$ cat config.mk
export PLATFORM = sky130hd
export DESIGN_NAME = adder_scheduler_flat
export DESIGN_NICKNAME = d
export VERILOG_FILES = /design/src/rtl/adder_scheduler_pkg.sv /design/src/rtl/adder_scheduler_if.sv /design/src/rtl/parallel_adder.sv /design/src/rtl/adder_scheduler.sv /design/src/flat_wrapper.sv
export SDC_FILE = /design/constraint.sdc
export NUM_CORES = 1
export LEC_CHECK = 0
export BUFFER_PORTS_ARGS = -buffer_cell sky130_fd_sc_hd__buf_2
export CORE_MARGIN = 5
export CORE_UTILIZATION = 40
export CTS_CLUSTER_DIAMETER = 150
export CTS_CLUSTER_SIZE = 8
export DETAILED_ROUTE_END_ITERATION = 16
export PLACE_DENSITY = 0.69
export SETUP_SLACK_MARGIN = 0.15
export SYNTH_ARGS = -nofsm -noshare
export SYNTH_HDL_FRONTEND = slang
export SYNTH_SLANG_ARGS = --single-unit
$ cat constraint.sdc
create_clock -name clk -period 1.4 [get_ports clk]
set_input_delay 0.28 -clock clk [delete_from_list [all_inputs] [get_ports clk]]
set_output_delay 0.28 -clock clk [all_outputs]
set_load 0.02 [all_outputs]
$ cat src/rtl/adder_scheduler_pkg.sv
// adder_sched_pkg: shared state encoding, defaults and round-robin pick for adder_scheduler
package adder_sched_pkg;
  typedef enum logic [1:0] {IDLE = 2'd0, ADD = 2'd1, RESP = 2'd2} state_t;
  localparam int N_DEF = 4;
  localparam int NREQ_DEF = 4;
  localparam int CNT_W = 16;
  typedef struct packed {
    logic       found;
    logic [3:0] idx;
  } pick_t;
  // Scanning downward lets the smallest offset from ptr overwrite the rest
  function automatic pick_t rr_pick(input logic [15:0] req, input logic [3:0] ptr, input int nreq);
    pick_t p;
    p = '0;
    for (int i = 15; i >= 0; i--)
      if (i < nreq && req[(int'(ptr) + i) % nreq]) begin
        p.found = 1'b1;
        p.idx   = 4'((int'(ptr) + i) % nreq);
      end
    return p;
  endfunction
endpackage

$ cat src/rtl/adder_scheduler_if.sv
// adder_scheduler_if: requester bus and response channel of adder_scheduler
interface adder_scheduler_if import adder_sched_pkg::*; #(parameter int N = N_DEF, parameter int NREQ = NREQ_DEF);
  localparam int IW = $clog2(NREQ);
  logic [NREQ-1:0]   req;
  logic [NREQ-1:0]   gnt;
  logic [NREQ*N-1:0] a_in;
  logic [NREQ*N-1:0] b_in;
  logic              rsp_valid;
  logic              rsp_ready;
  logic [IW-1:0]     rsp_id;
  logic [N-1:0]      rsp_sum;
  logic              rsp_carry;
  logic [CNT_W-1:0]  op_count;
  modport master (output req, a_in, b_in, rsp_ready,
                  input gnt, rsp_valid, rsp_id, rsp_sum, rsp_carry, op_count);
  modport slave  (input req, a_in, b_in, rsp_ready,
                  output gnt, rsp_valid, rsp_id, rsp_sum, rsp_carry, op_count);
endinterface

$ cat src/rtl/parallel_adder.sv
// parallel_adder: combinational n-bit adder with carry in and carry out
module parallel_adder #(parameter int n = 4) (
  input  logic [n-1:0] a,
  input  logic [n-1:0] b,
  input  logic         cin,
  output logic [n-1:0] sum,
  output logic         cout
);
  assign {cout, sum} = {1'b0, a} + {1'b0, b} + {{n{1'b0}}, cin};
endmodule

$ cat src/rtl/adder_scheduler.sv
// adder_scheduler: round-robin sharing of one parallel_adder among NREQ requesters
module adder_scheduler import adder_sched_pkg::*; #(parameter int N = N_DEF, parameter int NREQ = NREQ_DEF) (
  input logic clk,
  input logic rst,
  adder_scheduler_if.slave bus
);
  localparam int IW = $clog2(NREQ);
  state_t        state;
  logic [IW-1:0] ptr;
  logic [IW-1:0] id_r;
  logic [N-1:0]  op_a;
  logic [N-1:0]  op_b;
  logic [N-1:0]  sum;
  logic          carry;
  pick_t         pick;
  logic [4:0]    nx;
  assign pick = rr_pick(16'(bus.req), 4'(ptr), NREQ);
  assign nx   = {1'b0, pick.idx} + 5'd1;
  parallel_adder #(.n(N)) u_add (.a(op_a), .b(op_b), .cin(1'b0), .sum(sum), .cout(carry));
  always_ff @(posedge clk or posedge rst)
    if (rst) begin
      state         <= IDLE;
      ptr           <= '0;
      id_r          <= '0;
      op_a          <= '0;
      op_b          <= '0;
      bus.gnt       <= '0;
      bus.rsp_valid <= 1'b0;
      bus.rsp_id    <= '0;
      bus.rsp_sum   <= '0;
      bus.rsp_carry <= 1'b0;
      bus.op_count  <= '0;
    end else
      case (state)
        IDLE:
          if (pick.found) begin
            op_a    <= bus.a_in[pick.idx*N +: N];
            op_b    <= bus.b_in[pick.idx*N +: N];
            id_r    <= IW'(pick.idx);
            bus.gnt <= NREQ'(1) << pick.idx;
            ptr     <= (nx == 5'(NREQ)) ? '0 : IW'(nx);
            state   <= ADD;
          end else
            bus.gnt <= '0;
        ADD: begin
          bus.rsp_sum   <= sum;
          bus.rsp_carry <= carry;
          bus.rsp_id    <= id_r;
          bus.rsp_valid <= 1'b1;
          bus.gnt       <= '0;
          state         <= RESP;
        end
        RESP:
          if (bus.rsp_ready) begin
            bus.rsp_valid <= 1'b0;
            bus.op_count  <= bus.op_count + 1'b1;
            state         <= IDLE;
          end
        default: state <= IDLE;
      endcase
endmodule
$ cat src/flat_wrapper.sv
// flat-port wrapper written by rule: the top's interface ports become plain ports
module adder_scheduler_flat import adder_sched_pkg::*;
#(parameter int N = N_DEF, parameter int NREQ = NREQ_DEF)
  (clk, rst, bus_req, bus_a_in, bus_b_in, bus_rsp_ready, bus_gnt, bus_rsp_valid, bus_rsp_id, bus_rsp_sum, bus_rsp_carry, bus_op_count);
  adder_scheduler_if #(.N(N), .NREQ(NREQ)) bus_i ();
  input logic clk;
  input logic rst;
  input wire logic [$bits(bus_i.req)-1:0] bus_req;
  input wire logic [$bits(bus_i.a_in)-1:0] bus_a_in;
  input wire logic [$bits(bus_i.b_in)-1:0] bus_b_in;
  input wire logic [$bits(bus_i.rsp_ready)-1:0] bus_rsp_ready;
  output wire logic [$bits(bus_i.gnt)-1:0] bus_gnt;
  output wire logic [$bits(bus_i.rsp_valid)-1:0] bus_rsp_valid;
  output wire logic [$bits(bus_i.rsp_id)-1:0] bus_rsp_id;
  output wire logic [$bits(bus_i.rsp_sum)-1:0] bus_rsp_sum;
  output wire logic [$bits(bus_i.rsp_carry)-1:0] bus_rsp_carry;
  output wire logic [$bits(bus_i.op_count)-1:0] bus_op_count;
  assign bus_i.req = bus_req;
  assign bus_i.a_in = bus_a_in;
  assign bus_i.b_in = bus_b_in;
  assign bus_i.rsp_ready = bus_rsp_ready;
  assign bus_gnt = bus_i.gnt;
  assign bus_rsp_valid = bus_i.rsp_valid;
  assign bus_rsp_id = bus_i.rsp_id;
  assign bus_rsp_sum = bus_i.rsp_sum;
  assign bus_rsp_carry = bus_i.rsp_carry;
  assign bus_op_count = bus_i.op_count;
  adder_scheduler #(.N(N), .NREQ(NREQ)) u_core (.clk(clk), .rst(rst), .bus(bus_i));
endmodule
; Word level (Yosys, flattened, before mapping)
; Index checks and enable logic that the tools add are counted.
[classes]
bitwise = 3
reduce_logical = 10
eq_ne = 5
n_mux = 23
order_cmp = 4
addsub = 6
n_shift = 3
[op_table]
columns = cell, count
row1 = 16-bit by 7-bit variable part select with 4-bit output, 2
row2 = 5-bit 2-to-1 mux, 4
row3 = 3-bit by 6-bit < comparator with 1-bit output (second input constant), 3
row4 = 16-bit by 1-bit adder with 16-bit output (second input constant), 1
row5 = 1-bit binary-select mux with 3-bit select, 3
row6 = 1-bit 2-to-1 mux, 8
row7 = 4-bit one-hot mux with 2 select lines, 1
row8 = 2-bit AND reduction, 4
row9 = 2-bit 2-to-1 mux, 3
row10 = 2-bit one-hot mux with 3 select lines, 1
row11 = 2-bit OR reduction, 3
row12 = 4-bit by 1-bit adder with 5-bit output (second input constant), 1
row13 = 4-bit by 4-bit adder with 5-bit output, 1
row14 = 5-bit by 3-bit equality test with 1-bit output (second input constant), 1
row15 = 2-bit by 5-bit < comparator with 1-bit output (second input constant), 1
row16 = 2-bit adder (second input constant), 2
row17 = 4-bit 2-to-1 mux, 1
row18 = 2-bit nonzero test, 2
row19 = 1-bit by 4-bit left shift with 4-bit output (first input constant), 1
row20 = 1-bit bitwise AND (first input constant), 3
row21 = 2-bit by 1-bit adder with 2-bit output (second input constant), 1
row22 = 1-bit binary-select mux with 2-bit select, 1
row23 = 2-bit by 1-bit equality test with 1-bit output (second input constant), 1
row24 = 2-bit equality test (second input constant), 1
row25 = other kinds (4), 4
[word_totals]
out_inout_bits = 28
word_cells = 65
register_bits = 42

; Depth between registers and ports, before layout
[depth]
ltp_word = 13
depth_mapped = 8
depth_no_buf = 7

; Modules after synthesis
; From an unflattened synthesis, not the netlist that was laid out.
[hier_totals]
hier_cells = 194
area_unflattened_um2 = 2157.1
[modules_own_cells]
columns = mod, seq_area_each_um2, cells_each, n_inst, area_per_inst_um2
row1 = adder_scheduler, 1051.0, 178, 1, 2013.2
row2 = parallel_adder, 0.0, 16, 1, 143.9

; Worst setup path after synthesis
; No wires, ideal clock.
[synth_path]
path_type = reg-to-reg
startpoint = register u_core.bus.op_count[4]
endpoint = register u_core.bus.op_count[13]
required_time_ns = 1.271
synth_period_minus_slack_ns = 1.520
arrival_ns = 1.391
path_stages_with_launch = 6
slack_ns = -0.120
path_cell_list = dfrtp_1 > and4_1 > nand3_1 > nor4_2 > nand4_1 > xnor2_1
[synth_via]
elab_chain_len = 1
[synth_rtl]
columns = item, line_no
row1 = start: declaration, adder_scheduler_if.sv:17  ; output gnt, rsp_valid, rsp_id, rsp_sum, rsp_carry, op_count);
row2 = start signal: assignment, adder_scheduler.sv:56  ; bus.op_count <= bus.op_count + 1'b1;
row3 = 16-bit by 1-bit adder with 16-bit output, adder_scheduler.sv:56
; Every way passes these cells.
; A chain may end at the register's enable or synchronous reset.

; Worst setup path in the final report
[layout_path]
startpoint = register u_core.ptr[1]
endpoint = register u_core.op_b[3]
[layout_via]
elab_chain_len = 11
elab_cells_between_ends = 26
cone_classes = add/sub: 3 / shift: 1 / mux: 15 / bitwise: 3 / reduce/logical: 4
[layout_rtl]
columns = item, line_no
row1 = start: declaration, adder_scheduler.sv:9  ; logic [IW-1:0] ptr;
row2 = start signal: assignment, adder_scheduler.sv:41  ; ptr <= (nx == 5'(NREQ)) ? '0 : IW'(nx);
row3 = 2-bit adder, "adder_scheduler_pkg.sv:16, adder_scheduler_pkg.sv:18"
row4 = 2-bit OR reduction (no source line), n/a
row5 = 1-bit bitwise AND (no source line), n/a
row6 = 1-bit binary-select mux with 3-bit select, adder_scheduler_pkg.sv:16  ; if (i < nreq && req[(int'(ptr) + i) % nreq]) begin
row7 = 1-bit 2-to-1 mux (not written as such) (2 in a row), adder_scheduler_pkg.sv:16
row8 = 5-bit 2-to-1 mux (3 in a row), adder_scheduler_pkg.sv:16
row9 = 5-bit 2-to-1 mux (*), adder_scheduler_pkg.sv:16
row10 = 16-bit by 7-bit variable part select with 4-bit output / 2-bit AND reduction (equally long branches), n/a
row11 = end signal: assignment, adder_scheduler.sv:38  ; op_b <= bus.b_in[pick.idx*N +: N];
row12 = end: declaration, adder_scheduler.sv:12  ; logic [N-1:0] op_b;
; Every way passes the cells marked *; elsewhere a longest branch is shown, timed or not. The select of a mux whose other input is x is not followed.

==> summary.txt <==
Run status
  – Outcome: finished, violations left
  – Violated checks: negative setup slack

Power
  – Static Leakage: 0.00161 uW
  – PD cells: 1960 nW/um2
  – Peak supply drop: 896 uV

Setup path
  – CP startpoint kind: flop
  – Critical path required time: 1.55 ns
  – CP Max Fanout: 10
  – CP max-delay cell: dfrtp_2
  – Critical Path Max Stage Delay: 0.45 ns
  – Worst Setup Path Type: reg -> reg
  – Worst path cell trace: buf_4 -> a21oi_2 -> a211o_4 -> clkbuf_16 -> mux2i_1 -> o221ai_1
  – Critical Path AT: 1.75 ns
  – Crit path buffers/inverters: 2
  – Critical Path End Type: flop
  – Cell family with most CP delay: compound AO/OA/AOI/OAI gates

Timing
  – Final-report hold violation count: 0
  – Final setup margin: -0.203 ns
  – Worst hold slack: 0.199 ns
  – Rel. slew slack: 75.5%
  – Unrepaired setup endpoints after global routing: yes
  – Final Setup Violations: 14
  – Fmax: 624 MHz
  – Final Critical Period: 1.60 ns
  – Least-Margin Pin Slew: 0.367 ns
  – Fin crit share: 115%
  – Max-slew violations: 0
  – Max Clock Skew: 0.00571 ns

Routing
  – Iter 0 DRT Violations: 31
  – Wirelength per Cell: 14.1 um
  – Vias: 1775
  – Residual DRC count: 0
  – First-pass iteration count of the detailed router: 6
  – Antenna-violating nets left: 0
  – WL final: 5130 um
  – Number of vias per cell: 4.88

Place
  – Routability cong.: 0.796
  – Placed insts: 334
  – I/O Buffers: 66
  – Worst slack at placement: -0.132 ns
  – Post-DP HPWL: 3500 um

Synthesis
  – #FFs+latches synth: 42
  – Adder-cell share of the synthesized area: 4.60%
  – Multiplexer area fraction after synthesis: 9.93%
  – Synth Area in Simple Gates: 13.1%
  – Post-synthesis xor/xnor area fraction: 7.21%
  – Main combinational cell family by area after synthesis: simple AND/OR/NAND/NOR gates
  – Synth warn: 0
  – Netlist Area Pre-Place: 2070 um2
  – Register area share after synthesis: 50.9%
  – Synth unique cells: 40
  – Avg Inst Size Synth: 11.3 um2
  – Compound-gate portion of the synthesized area: 10.7%
  – Syn Nets: 229
  – Gate Count Post-Synth: 183

Global routing
  – Vias in the first global route: 1741
  – Largest net degree at the start of global routing: 21
  – Global-route wire length before repair: 7920 um
  – Initial antenna violation count: 0
  – Gr usage total: 15.1%
  – Overflow after GRT: 0

Floorplanning
  – Core Area: 5070 um2
  – Row cnt: 26
  – Die Span X: 81.9 um
  – Io pins: 67
  – Starting density of the core: 40.7%
  – Die H: 81.9 um
  – Die outline area: 6700 um2

Cells and area
  – Final net count: 339
  – Share of cells above drive strength 1: 56.5%
  – N_diodes: 0
  – Area growth syn-to-layout: 54.3%
  – Fin util: 62.8%
  – Final cell count without fillers: 364
  – Commonest non-fill, non-tap cells in the layout: buf_2 (60), dfrtp_1 (30), buf_4 (29)
  – Commonest non-fill, non-tap cell in the layout: buf_2

CTS
  – CTS clk-pin slew, worst paths: 0.08 ns
  – H-Tree Depth: 2
  – Cts bufs inserted: 5
  – Bufs on Longest Clock Path: 2
  – Clk sinks: 42
  – Clk Tree Root Cell: clkbuf_8
  – TritonCTS clock tree: yes
  – Skew-Pair Late Insertion Delay: 0.29 ns

Min path
  – Worst min-delay path category: in -> reg

Flow run
  – # Max-Cap Violations: 0
==> final timing paths <==
| kind | cells after the start | startpoint | slack [ns] | endpoint |
|---|---|---|---|---|
| worst max-delay path | 6 | u_core.ptr[1] | -0.20 | u_core.op_b[3] |
| worst min-delay path | 2 | bus_rsp_ready | 0.20 | u_core.state[1] |
| worst max register to register | 6 | u_core.ptr[1] | -0.20 | u_core.op_b[3] |
| worst min register to register | 1 | u_core.bus.op_count[15] | 0.46 | u_core.bus.op_count[15] |
| max in group asynchronous | 4 | rst | 0.38 | u_core.ptr[1] |
| min in group asynchronous | 3 | rst | 0.51 | u_core.bus.rsp_id[1] |
==> sequential cells by signal, indices dropped and copies added, names as in the netlist <==
register / flops
u_core.bus.op_count: 16
u_core.bus.gnt: 4
u_core.bus.rsp_sum: 4
u_core.op_a: 4
u_core.op_b: 4
u_core.bus.rsp_id: 2
u_core.id_r: 2
u_core.ptr: 2
u_core.state: 2
u_core.bus.rsp_carry: 1
u_core.bus.rsp_valid: 1
==> routing by layer <==
metal  vias to the layer above  GRT usage, %  wire length [um]
li1                        867             -                 -
met4                         0          2.49                46
met5                         -             0                 0
met3                         4          4.28               325
met2                        61          26.4              2720
met1                       843          18.8              2040
==> report_power, final <==
group / internal, uW / switching, uW
clock: 398 / 396
combinational: 1750 / 1720
sequential: 1670 / 316
==> logic make-up after synthesis <==
| kind of cell | after synthesis |
|---|---|
| DFF | 42 |
| buffers and inverters | 14 |
| and+or+nand+nor | 52 |
| adders and majority gates | 7 |
| AOI/OAI and AO/OA | 31 |
| muxes | 20 |
| xor gates and xnor gates | 17 |
==> synth_stat cells <==
master / instances / share of area [%]
buf_2: 3 / 0.73
mux2_2: 4 / 2.2
nand2b_4: 1 / 0.67
and3b_1: 1 / 0.42
a21o_1: 4 / 1.5
nand2_2: 1 / 0.30
fa_1: 1 / 0.97
clkbuf_1: 1 / 0.18
and4_1: 2 / 0.85
nand4_1: 2 / 0.61
a21oi_1: 7 / 1.7
nor2_1: 4 / 0.73
nor3_1: 1 / 0.24
a32o_1: 1 / 0.48
dfrtp_1: 42 / 51
xnor2_1: 14 / 5.9
inv_1: 6 / 1.1
a22o_1: 1 / 0.42
nand3b_1: 1 / 0.36
o22a_1: 1 / 0.42
a311o_2: 1 / 0.55
o21ai_0: 4 / 0.97
ha_1: 6 / 3.6
o221ai_1: 8 / 3.4
o21ai_1: 1 / 0.24
inv_2: 1 / 0.18
o22ai_1: 1 / 0.30
nor2_2: 1 / 0.30
nand3_1: 5 / 1.2
xor2_1: 3 / 1.3
mux2i_1: 16 / 7.8
a211o_1: 1 / 0.42
nand4_2: 1 / 0.61
nor4_2: 1 / 0.61
o31ai_1: 1 / 0.36
buf_4: 1 / 0.36
clkinv_4: 1 / 0.42
nand2_1: 26 / 4.7
buf_6: 1 / 0.55
nand2b_1: 5 / 1.5
==> through the flow <==
stage | setup TNS [ns] | total power (uW) | cell area (um2)
6_report | -1.52 | 6250 | 3190
3_5_place_dp | -1.55 | 4690 | 2700
4_1_cts | -1.02 | 5760 | 2970
2_1_floorplan | 0 | 3860 | 2160
3_3_place_gp | -0.984 | 4640 | 2700
5_1_grt | -2.59 | 6700 | 3190
==> area by class of cell <==
cell class              count  area, um2
fillers                   449       1890
multi-input cells         129       1130
flip-flops and latches     42       1070
repair buffers            107        764
well taps                  70       87.6
clock buffers               7       86.3
inverters                   8       43.8
clock inverters             1       5.00
==> what timing repair did <==
action                                  CTS  global route
endpoints found under the hold margin    14             0
resized for setup                        30            23
endpoints found under the setup margin   39            45
gates cloned                              1             3
setup buffers                             6            11
hold buffers                              1             0
pin swaps                                17            14
(Power assumes the default switching activity.)
